$ cat config.mk
export PLATFORM = sky130hd
export DESIGN_NAME = mux_scan_n_1_v
export DESIGN_NICKNAME = d
export VERILOG_FILES = /design/src/rtl/mux_scan_n_1_v_pkg.sv /design/src/rtl/mux_scan_n_1_v_ptr.sv /design/src/rtl/mux_scan_n_1_v.sv
export SDC_FILE = /design/constraint.sdc
export NUM_CORES = 1
export LEC_CHECK = 0
export CAP_MARGIN = 20
export CORE_UTILIZATION = 38
export CTS_CLUSTER_DIAMETER = 50
export DETAILED_ROUTE_END_ITERATION = 10
export PLACE_DENSITY = 0.7
export SYNTH_ARGS = -nofsm -noshare
export SYNTH_HDL_FRONTEND = slang
export SYNTH_SLANG_ARGS = --single-unit
$ cat constraint.sdc
create_clock -name i_clk -period 1.5 [get_ports i_clk]
set_input_delay 0.3 -clock i_clk [delete_from_list [all_inputs] [get_ports i_clk]]
set_output_delay 0.3 -clock i_clk [all_outputs]
set_load 0.01 [all_outputs]
$ cat src/rtl/mux_scan_n_1_v_pkg.sv
// Shared constants for the N:1 scanning mux: mode codes and handshake FSM encodings.
package mux_pkg_v;

  localparam logic MODE_MANUAL = 1'b0;
  localparam logic MODE_SCAN   = 1'b1;

  typedef enum logic [1:0] {
    ST_IDLE  = 2'b00,
    ST_VALID = 2'b01,
    ST_STALL = 2'b10
  } state_t;

endpackage

$ cat src/rtl/mux_scan_n_1_v_ptr.sv
// Wrap-around scan pointer over 0..N_CH-1 with a same-cycle restart to channel 0.
// Latency: o_ptr/o_last are combinational from the registered pointer and i_load0.
// Backpressure: holds while i_adv is low, so a stalled output freezes the scan.
module mux_scan_ptr_v #(
  parameter  int N_CH  = 8,
  localparam int SEL_W = $clog2(N_CH)
) (
  input  logic             i_clk,
  input  logic             i_rst_n,
  input  logic             i_load0,
  input  logic             i_adv,
  output logic [SEL_W-1:0] o_ptr,
  output logic             o_last
);

  localparam logic [SEL_W-1:0] LAST = SEL_W'(N_CH - 1);

  logic [SEL_W-1:0] ptr_q;

  // A restart takes effect in the same cycle, so the capture it accompanies sees channel 0.
  assign o_ptr  = i_load0 ? '0 : ptr_q;
  assign o_last = (o_ptr == LAST);

  always_ff @(posedge i_clk) begin
    if (!i_rst_n) begin
      ptr_q <= '0;
    end else if (i_adv) begin
      ptr_q <= o_last ? '0 : o_ptr + SEL_W'(1);
    end else if (i_load0) begin
      ptr_q <= '0;
    end
  end

endmodule

$ cat src/rtl/mux_scan_n_1_v.sv
// Registered N:1 mux of W-bit lanes, manual select or auto-scan, valid/ready output.
// Latency: 1 clock from input to o_f; full throughput of one sample per clock.
// Backpressure: o_valid & ~i_ready holds o_f/o_sel/o_valid and freezes the scan pointer.
module mux_scan_n_1_v
  import mux_pkg_v::*;
#(
  parameter  int N_CH  = 8,
  parameter  int W     = 1,
  localparam int SEL_W = $clog2(N_CH)
) (
  input  logic              i_clk,
  input  logic              i_rst_n,
  input  logic              i_en,
  input  logic              i_mode,
  input  logic [N_CH*W-1:0] i_code,
  input  logic [SEL_W-1:0]  i_sel_code,
  input  logic              i_ready,
  output logic [W-1:0]      o_f,
  output logic [SEL_W-1:0]  o_sel,
  output logic              o_valid,
  output logic              o_wrap
);

  state_t           state_q, state_d;
  logic             mode_q;
  logic             mode_scan;
  logic             load0;
  logic             cap;
  logic             adv;
  logic             last;
  logic [SEL_W-1:0] ptr;
  logic [SEL_W-1:0] src;
  logic [W-1:0]     sel_dat;

  assign mode_scan = (i_mode == MODE_SCAN);
  assign load0     = mode_scan & (mode_q == MODE_MANUAL);
  assign o_valid   = (state_q != ST_IDLE);
  assign cap       = i_en & (~o_valid | i_ready);
  assign adv       = cap & mode_scan;
  assign src       = mode_scan ? ptr : i_sel_code;

  mux_scan_ptr_v #(.N_CH(N_CH)) u_ptr (
    .i_clk   (i_clk),
    .i_rst_n (i_rst_n),
    .i_load0 (load0),
    .i_adv   (adv),
    .o_ptr   (ptr),
    .o_last  (last)
  );

  // Codes with no matching lane (non-power-of-2 N_CH) fall through to zero.
  always_comb begin
    sel_dat = '0;
    for (int k = 0; k < N_CH; k++) begin
      if (src == SEL_W'(k)) sel_dat = i_code[k*W +: W];
    end
  end

  always_comb begin
    state_d = state_q;
    unique case (state_q)
      ST_IDLE: begin
        if (cap) state_d = ST_VALID;
      end
      ST_VALID: begin
        if (cap)           state_d = ST_VALID;
        else if (!i_ready) state_d = ST_STALL;
        else               state_d = ST_IDLE;
      end
      ST_STALL: begin
        if (i_ready) state_d = i_en ? ST_VALID : ST_IDLE;
      end
      default: state_d = ST_IDLE;
    endcase
  end

  always_ff @(posedge i_clk) begin
    if (!i_rst_n) begin
      state_q <= ST_IDLE;
      mode_q  <= MODE_MANUAL;
      o_f     <= '0;
      o_sel   <= '0;
      o_wrap  <= 1'b0;
    end else begin
      state_q <= state_d;
      mode_q  <= i_mode;
      o_wrap  <= adv & last;
      if (cap) begin
        o_f   <= sel_dat;
        o_sel <= src;
      end else if (!i_en && (!o_valid || i_ready)) begin
        // Drain clears data but keeps o_sel as a record of the last channel.
        o_f <= '0;
      end
    end
  end

endmodule

[Word level (Yosys, flattened, before mapping)]
Index checks and enable logic that the tools add are counted.
Storage, ports and cells
  bits in registers: 11
Operators by class
  $add $sub $neg: 1
  eq/ne operators: 12
  muxes and demuxes: 20
  bitwise gates (word level): 7
  reductions and logical operators: 9
Operators with widths (count)
  $eq 3x3->1 const B: 5
  $mux 3: 4
  $mux 1: 11
  $mux 2: 4
  $eq 3x2->1 const B: 2
  $pmux 2 s3: 1
  $and 1x1->1: 4
  $ne 2x2->1 const B: 2
  $reduce_bool 2->1: 2
  $add 3x1->3 const B: 1
  $eq 3x1->1 const B: 1
  $logic_not 3->1: 1
  $eq 2x1->1 const B: 1
  $eq 2x2->1 const B: 1
  $logic_not 1->1: 2
  $logic_not 2->1: 1
  $not 1->1: 2
  $reduce_and 2->1: 1
  $logic_and 1x1->1: 1
  $logic_or 1x1->1: 1
  $or 1x1->1: 1

[Longest topological paths before layout]
  depth in word-level cells: 14
  depth in mapped cells: 8

[Modules after synthesis]
A second synthesis with hierarchy kept.
Second synthesis, totals
  cells, all modules: 66
  area total of the unflattened synthesis: 631.9 um^2
By module, submodules not included
  mux_scan_n_1_v: instances 1, cells each 49, area an instance 470.5 um^2
  mux_scan_ptr_v: instances 1, cells each 17, area an instance 161.4 um^2

[Worst setup path after synthesis]
No wires, ideal clock.
  kind: input to register
  start: input i_mode
  end: register u_ptr.ptr_q[1]
  library setup time: 0.058 ns
  data arrival time: 1.357 ns
  required time: 1.442 ns
  path slack: 0.085 ns
  stages: 8
  buffers on the path: 1
  path through: buf_4 nand2_1 and2_1 ha_1 nor3b_1 nand3_1 a21oi_1 o21a_1
On the way
  cells in the longest elaborated chain, start to end: 5
  elaborated cells on any way between the ends: 7
RTL lines
  from (decl): line mux_scan_n_1_v.sv:14  | input logic i_mode,
  $and 1x1->1: line mux_scan_n_1_v.sv:36  | assign load0 = mode_scan & (mode_q == MODE_MANUAL);
  $mux 3
  $add 3x1->3 / $eq 3x3->1 (equally long branches): line mux_scan_n_1_v_ptr.sv:28, mux_scan_n_1_v_ptr.sv:22
  $mux 3: line mux_scan_n_1_v_ptr.sv:28  | ptr_q <= o_last ? '0 : o_ptr + SEL_W'(1);
  $mux 3 *: line mux_scan_n_1_v_ptr.sv:27  | end else if (i_adv) begin
  to (signal assigned): line mux_scan_n_1_v_ptr.sv:28
  to (decl): line mux_scan_n_1_v_ptr.sv:18  | logic [SEL_W-1:0] ptr_q;
Every way passes the cells marked *; elsewhere a longest branch is shown, timed or not.
A chain may end at the register's enable or synchronous reset.

[Worst setup path after layout]
  start: register o_sel[1]
  end: output o_sel[1]
RTL lines
  from (decl): line mux_scan_n_1_v.sv:19  | output logic [SEL_W-1:0] o_sel,
  from (signal assigned): line mux_scan_n_1_v.sv:90  | o_sel <= src;
No word-level cell between the ends.

==> results by group <==
Floorplanning
  – # rows: 13
  – Core footprint: 1380 um^2
  – Die H: 41.7 um
  – Die ar.: 1740 um^2
  – Die W: 41.7 um
  – Initial core utilization: 43.3%
  – Top Ports: 22

Route
  – Routed wire length: 1.60 mm
  – DR iter-0 viols: 7
  – Vias/cell: 5.38
  – Antenna viol nets, final: 0
  – DR pass1 iterations: 4
  – Via count: 672
  – DRC Markers: 0
  – Routed WL per cell: 12.8 um

Flow run
  – Max Cap Viol: 0

Global route
  – Initial antenna violation count: 0
  – Pin count of the biggest net entering global routing: 10
  – Total gr overflow: 0
  – Vias in the first global route: 572
  – Gr usage total: 19.9%
  – First-pass GRT wire length: 2.59 mm

Worst hold path
  – Worst min path class: flip-flop to flip-flop

Setup path
  – WS Path Type: flip-flop to primary output
  – Slowest-stage cell, CP: clkdlybuf4s50_1
  – Critical Path RT: 1.20 ns
  – CP startpoint kind: flip-flop
  – Top delay family on crit path: buffers and inverters
  – Crit. End Element: primary output
  – Worst path cell trace: clkdlybuf4s50_1
  – Worst Path Max Fanout: 2
  – Max incr delay on CP: 0.53 ns
  – CP bufs+invs: 1
  – Arr. time, crit path: 1.15 ns

Finish
  – Commonest cells after routing, fill and taps aside: 18 x clkdlybuf4s50_1, 14 x buf_4, 7 x dfxtp_1, 6 x nor2_1, 5 x o21ai_0
  – Layout Nets: 128
  – Filler Cell Count: 100
  – Share of layout cells above drive strength 1: 30.9%
  – Layout area overhead: 64.9%
  – Fin util: 71.3%
  – Design Area, Final: 986 um^2
  – Most common cell after layout, fill and taps aside: clkdlybuf4s50_1
  – Diodes inserted: 0

Placement
  – Post-DP HPWL: 1.17 mm
  – Place WS: -0.432 ns
  – Placed inst area: 895 um^2
  – Gpl congestion: 0.748
  – Buffers added on ports: 21

Timing
  – Setup violators final: 0
  – Final Hold Vio Count: 0
  – Final WS setup: 0.0526 ns
  – Setup total negative slack: 0 ns
  – RSZ-0062 raised after global routing: false
  – Fmax: 691 MHz
  – Max Slew Vio Count: 0
  – Slew headroom: 78.7%
  – Min Tclk post-route: 1.45 ns
  – Slew @ Worst Pin: 0.318 ns
  – Period utilization: 96.5%
  – Clock Skew: 0.00465 ns

Yosys
  – Post-synth top area share: 36.8%
  – Synth area leader: dfxtp_1
  – Number of enable flip-flop cells after synthesis: 0
  – Register bit total from synthesis: 11
  – Synth Warn #: 0
  – Syn Nets: 89
  – Top_reg_cell synth: dfxtp_1
  – Cell area after synthesis: 598 um^2
  – Synth cell types: 31
  – Synth area leaders: dfxtp_1 37%, a32oi_1 7.3%, o21ai_0 5.0%
  – Mean post-synth cell area: 8.31 um^2
  – Synthesized instance count: 72
  – Seq/Total Area, Yosys: 36.8%
  – Synth async-reset ratio: 0%

Clock tree
  – Clock Pin Slew Worst Setup and Hold Paths: 0.07 ns
  – Root Driver: clkbuf_4
  – Clock latency on the worst-skew pair: 0.28 ns
  – Longest Clk Path Bufs: 2
  – Clk sinks: 11
  – CTS buffer count: 3
  – H-tree Lvls: 1
  – CTS tree: done

Pwr
  – IR drop worst, VDD: 0.436 mV
  – PD cells: 714 nW/um^2
  – Pleak: 0.417 nW
  – Total Power: 0.704 mW

Run status
  – Run status: finished clean
==> report_power, final <==
group / leakage [nW] / internal, mW / switching (mW)
Combinational: 0.310 / 0.104 / 0.0666
Sequential: 0.0916 / 0.307 / 0.0105
Clock: 0.0150 / 0.103 / 0.113
==> cell usage after synthesis, drive strengths merged (3+ instances only) <==
cell and instances:
inv 3, a32oi 5, nand3 5, dfxtp 11, nor2 8, nand2 5, and2 3, o21ai 7
==> path summary, 6_finish.rpt <==
check             cells past startpoint        endpoint  slack, ns  startpoint
setup / recovery                      1        o_sel[1]       0.05    o_sel[1]
hold / removal                        1      state_q[0]       0.45  state_q[0]
setup reg to reg                      9  u_ptr.ptr_q[1]       0.07      mode_q
hold reg to reg                       1      state_q[0]       0.45  state_q[0]
==> what timing repair did <==
item                       CTS  global route
hold buffers                 0             0
buffers inserted             4             0
pin swaps                    2             7
resized for setup            6            11
setup endpoints to repair    3             2
==> final cells by class <==
cell class	count	area (um^2)	share of cell area, %
Timing Repair Buffer	36	327	33.1
Inverter	3	11.3	1.14
Clock buffer	4	26.3	2.66
Tap cell	15	18.8	1.90
Sequential cell	11	225	22.8
Multi-Input combinational cell	56	378	38.3
==> stage by stage <==
| step | std cells | hold WS, ns |
|---|---|---|
| 3_3_place_gp | 117 | 0.468 |
| 6_report | 125 | 0.449 |
| 5_1_grt | 125 | 0.473 |
| 4_1_cts | 125 | 0.449 |
| 3_5_place_dp | 117 | 0.475 |
| 2_1_floorplan | 72 | 0.377 |
==> layer usage <==
| metal | up-vias | global-route usage (%) | wire length [um] |
|---|---|---|---|
| li1 | 338 | - | - |
| met5 | - | 0 | 0 |
| met3 | 2 | 7.83 | 61 |
| met2 | 13 | 30.3 | 785 |
| met1 | 319 | 24.2 | 734 |
| met4 | 0 | 9.68 | 19 |
==> worst register-to-register path, cell delays in order (launching register included) <==
cell and delay (ns):
dfxtp_2 0.34, inv_2 0.05, nand2_2 0.05, and3_1 0.16, ha_2 0.19, buf_4 0.12
nor2_2 0.03, o21ai_1 0.14, a21oi_1 0.08, o21a_1 0.18
==> cells by family after synthesis <==
logic type      Yosys count  synth area share, %
simple gates             31                 28.5
compound gates           21                 23.4
flops                    11                 36.8
buf+inv                   5                 4.39
mux                       2                 3.35
xor+xnor                  1                 1.46
fa+ha+maj                 1                 2.09
==> flip-flops by register name, indices dropped and copies added (netlist names) <==
signal and count:
state_q 2, o_sel 3, o_f 1, mode_q 1
o_wrap 1, u_ptr.ptr_q 3
Power figures use the tool's default switching activity.
